[config.mk]
export PLATFORM = sky130hd
export DESIGN_NAME = seq_multiplier
export DESIGN_NICKNAME = d
export VERILOG_FILES = /design/src/rtl/seq_multiplier.sv
export SDC_FILE = /design/constraint.sdc
export NUM_CORES = 1
export LEC_CHECK = 0
export CELL_PAD_IN_SITES_DETAIL_PLACEMENT = 1
export CELL_PAD_IN_SITES_GLOBAL_PLACEMENT = 2
export CORE_UTILIZATION = 30
export CTS_BUF_LIST = sky130_fd_sc_hd__clkbuf_8
export DETAILED_ROUTE_END_ITERATION = 8
export MAX_ROUTING_LAYER = met4
export PLACE_DENSITY = 0.89
export SYNTH_ARGS = -nofsm -noshare
export SYNTH_HDL_FRONTEND = slang
export SYNTH_SLANG_ARGS = --single-unit
[constraint.sdc]
create_clock -name clk_i -period 2.58 [get_ports clk_i]
set_input_delay 0.387 -clock clk_i [delete_from_list [all_inputs] [get_ports clk_i]]
set_output_delay 0.387 -clock clk_i [all_outputs]
set_load 0.01 [all_outputs]
[src/rtl/seq_multiplier.sv]
// Iterative shift-add multiplier: one partial product per cycle, signed or unsigned
// per operation, valid/ready on both the operand and the product side.
module seq_multiplier #(
    parameter int Width = 8
) (
    input  logic                 clk_i,
    input  logic                 rst_i,
    input  logic [Width-1:0]     data_in1_i,
    input  logic [Width-1:0]     data_in2_i,
    input  logic                 signed_i,
    input  logic                 in_valid_i,
    output logic                 in_ready_o,
    output logic [2*Width-1:0]   data_out_o,
    output logic                 data_out_valid_o,
    input  logic                 out_ready_i,
    output logic [1:0]           state_o
);

    // Handshake: a transfer happens on a rising edge where valid && ready are both 1;
    // ready never depends on valid, and valid/data hold stable until accepted.

    if (Width < 2) begin : g_width_check
        $error("seq_multiplier: Width must be >= 2");
    end

    localparam int CntW = $clog2(Width + 1);

    typedef enum logic [1:0] {
        IDLE = 2'd0,
        BUSY = 2'd1,
        DONE = 2'd2
    } state_e;

    state_e                 state_q, state_d;
    logic [Width-1:0]       mcand_q, mcand_d;
    logic [Width-1:0]       mplier_q, mplier_d;
    logic                   neg_q, neg_d;
    logic [2*Width-1:0]     acc_q, acc_d;
    logic [CntW-1:0]        cnt_q, cnt_d;
    logic [2*Width-1:0]     out_q, out_d;
    logic                   valid_q, valid_d;

    logic [Width-1:0]       mag1, mag2;
    logic [Width:0]         partial;
    logic [2*Width-1:0]     acc_step;
    logic [2*Width-1:0]     result;

    // Magnitudes are Width-bit unsigned, so -2^(Width-1) maps onto itself correctly.
    assign mag1 = (signed_i && data_in1_i[Width-1]) ? -data_in1_i : data_in1_i;
    assign mag2 = (signed_i && data_in2_i[Width-1]) ? -data_in2_i : data_in2_i;

    // Add into the upper Width+1 bits, then shift the whole accumulator right by one.
    assign partial  = {1'b0, acc_q[2*Width-1:Width]} + (mplier_q[0] ? {1'b0, mcand_q} : '0);
    assign acc_step = {partial, acc_q[Width-1:1]};
    assign result   = neg_q ? -acc_step : acc_step;

    always_comb begin
        state_d  = state_q;
        mcand_d  = mcand_q;
        mplier_d = mplier_q;
        neg_d    = neg_q;
        acc_d    = acc_q;
        cnt_d    = cnt_q;
        out_d    = out_q;
        valid_d  = valid_q;

        case (state_q)
            IDLE: begin
                if (in_valid_i) begin
                    mcand_d  = mag1;
                    mplier_d = mag2;
                    neg_d    = signed_i & (data_in1_i[Width-1] ^ data_in2_i[Width-1]);
                    acc_d    = '0;
                    cnt_d    = CntW'(Width);
                    state_d  = BUSY;
                end
            end
            BUSY: begin
                acc_d    = acc_step;
                mplier_d = mplier_q >> 1;
                cnt_d    = cnt_q - CntW'(1);
                if (cnt_q == CntW'(1)) begin
                    out_d   = result;
                    valid_d = 1'b1;
                    state_d = DONE;
                end
            end
            DONE: begin
                if (out_ready_i) begin
                    valid_d = 1'b0;
                    state_d = IDLE;
                end
            end
            default: begin
                state_d = IDLE;
                valid_d = 1'b0;
            end
        endcase
    end

    always_ff @(posedge clk_i) begin
        if (rst_i) begin
            state_q  <= IDLE;
            mcand_q  <= '0;
            mplier_q <= '0;
            neg_q    <= 1'b0;
            acc_q    <= '0;
            cnt_q    <= '0;
            out_q    <= '0;
            valid_q  <= 1'b0;
        end else begin
            state_q  <= state_d;
            mcand_q  <= mcand_d;
            mplier_q <= mplier_d;
            neg_q    <= neg_d;
            acc_q    <= acc_d;
            cnt_q    <= cnt_d;
            out_q    <= out_d;
            valid_q  <= valid_d;
        end
    end

    assign in_ready_o       = (state_q == IDLE);
    assign data_out_o       = out_q;
    assign data_out_valid_o = valid_q;
    assign state_o          = state_q;

endmodule

==> results.md <==
- CP bufs+invs: 2
- Area after DPL: 0.00373 mm2
- Total congestion overflow: 0
- # setup viols final: 0
- Die ar.: 0.0108 mm2
- Num ports: 41
- CP peak stage delay: 420 ps
- Slowest cell on the critical path: or3_4
- Worst-path fanout max: 7
- Post-synth EDFFs: 0
- CTS Buffer Depth: 2
- Synth top area share: 35.3%
- RSZ-0062 raised after global routing: true
- Routed wire length per instance: 14.5 um
- Sequential share of the synthesized area: about a third
- Core Util, Final: 40.2%
- Cells along the critical path: buf_6 > buf_6 > and2_4 > ha_4 > a21o_1 > a31o_4 > or3_4 > a211oi_2 > mux2i_1 > o32ai_1
- Fin crit period: 2510 ps
- CTS hold repair buffers: 0
- Die height: about 100 um
- First-pass GRT wire length: 13.8 mm
- Router iterations before antenna repair: 4
- Status: finished, final reports clean
- Post-Syn Area: 0.00312 mm2
- Clock buffer count from CTS: 5
- Post-synth ARST share: 0%
- Root Buffer: clkbuf_8
- Data arrival time of the worst path: 2690 ps
- Initial antenna violation count: 0
- Antenna Nets Post-Route: 0
- Pwr per Cell Area: 456 mW/mm2
- Routed vias: between 2,000 and 3,000
- Clk_lat worst skew: ~320 ps
- TritonCTS clock tree: yes
- Pin count of the biggest net entering global routing: 31
- Clock sinks: 55
- Worst Tran Pin Value: 884 ps
- Final clock skew: slightly below 10 ps
- Total global-route track usage: 15.7%
- Diodes inserted: 0
- Rows: 36
- Max Freq: 398 MHz
- Critical Path RT: 2760 ps
- Layout area overhead: 27.7%
- # fillers: 1,209
- Setup CP Type: reg -> reg
- Max Cap Viol: 0
- Leakage: 0.00149 uW
- Final cycle utilization of the critical path: 97.5%
- DP Cell Count: approximately 570
- Worst Hold Class: reg -> reg
- Vias in the first global route: 2,948
- Clock transition at path regs: 100 ps
- Core outline area: about 0.0099 mm2
- Yosys cell types: 55
- Hold Fails Final Rpt: 0
- Pins Over Slew Limit: 0
- Register bit total from synthesis: 55
- Peak VDD IR: 0.193 mV
- Hold Slack: 456 ps
- Top cells by area, synth: dfxtp_1 35%, nor2_1 6.5%, a21oi_1 6.3%
- Finished Layout Cells: ~580
- Synth top cells by count: 55 x dfxtp_1, 54 x nor2_1, 42 x nand2_1
- RePlAce Congestion: between 0.8 and 0.9
- Cell repeated most along the worst path: buf_6
- Design area: 0.00398 mm2
- CP Depth: 10
- Layout cells sized above 1: 14.2%
- Synth Instances: 396
- Initial Util: roughly a third
- Nature of the critical path startpoint: register
- Synth Area per Inst: 7.88 um2
- Critical path's top delay family: compound AO/OA/AOI/OAI gates
- Port Buf Inserts: 40
- Hold depth: 2
- Post-layout nets: about 480
- Largest area contributor in the netlist: dfxtp_1
- Slew Limit Headroom: 41.0%
- Die width: 104 um
- Vias/cell: between 5 and 6
- Initial DRC count: 112
- Main synth FF type: dfxtp_1
- Number of remaining DRC errors: 0
- Post-DP HPWL: 6.18 mm
- Ys Warns: 0
- Mapped Nets: 431
- Setup tns final: 0 ps
- Count leader, synth: dfxtp_1
- CP Capture Type: register
- Routed wire length: around 8.4 mm
- Worst R2R Path Depth: 10
- H-tree Lvls: 2
## stage by stage
step | power [uW] | setup slack, ps
3_3_place_gp | 1230 | -5.86
5_1_grt | 1910 | -17.1
2_1_floorplan | 1110 | 38.9
3_5_place_dp | 1240 | -61.8
4_1_cts | 1830 | -57.0
6_report | 1820 | 65.5
## repair_timing
item                       in CTS  in global routing
pin swaps                       6                  8
resized for setup              11                 14
buffers inserted                2                  2
gates cloned                    0                  0
setup endpoints to repair       2                  6
## kinds of logic (layout without fill, tap and decap cells)
kind of cell	count (synthesis)	after routing	share of synthesized area (%)
and+or+nand+nor	162	162	24.3
buffers and inverters	33	81	4.25
AOI/OAI and AO/OA	106	106	22.9
xor gates and xnor gates	23	23	6.46
DFF	55	55	35.3
muxes	3	3	0.963
adders and majority gates	14	14	5.86
## cells in the final DEF (no fill, tap or decap), types with 9 or more instances in the layout
cell type / synthesis / final
a211oi_1: 16 / 15
a21oi_1: 39 / 39
buf_4: 0 / 20
clkdlybuf4s50_1: 0 / 39
dfxtp_1: 55 / 53
ha_1: 13 / 9
inv_1: 11 / 12
nand2_1: 42 / 41
nand3_1: 29 / 29
nor2_1: 54 / 53
xor2_1: 16 / 16
## report_power, final
group	internal, uW	switching [uW]
sequential	887	24.6
clock	290	294
combinational	144	177
total	1320	496
## layout make-up
cell class / count / area, um2 / share of cell area [%]
clock buffers: 5 / 68.8 / 1.73
clock inverters: 3 / 42.5 / 1.07
inverters: 11 / 41.3 / 1.04
multi-input cells: 308 / 1990 / 50.0
flip-flops and latches: 55 / 1100 / 27.7
well taps: 133 / 166 / 4.18
repair buffers: 62 / 568 / 14.3
## worst min-delay path: stages (launching register included)
cell and delay (ps):
dfxtp_1 320, nand2_1 50, a21oi_1 50
## final timing paths
kind / start / endpoint / slack, ps
worst min register to register: mcand_q[6] / mcand_q[6] / 460
worst min-delay path: mcand_q[6] / mcand_q[6] / 460
worst max register to register: mplier_q[0] / data_out_o[15] / 70
worst max-delay path: mplier_q[0] / data_out_o[15] / 70
## flip-flops by register name, indices dropped and copies added, names as in the netlist
signal	flops
acc_q	15
cnt_q	4
data_out_o	16
data_out_valid_o	1
mcand_q	8
mplier_q	8
neg_q	1
state_o	2
## routing by layer
layer	GRT usage, %	wire, um
met2	27.6	4190
met5	-	0
met4	4.08	72
met1	18.7	3880
met3	2.32	215
Note: power is estimated with default switching activity, not from simulation.
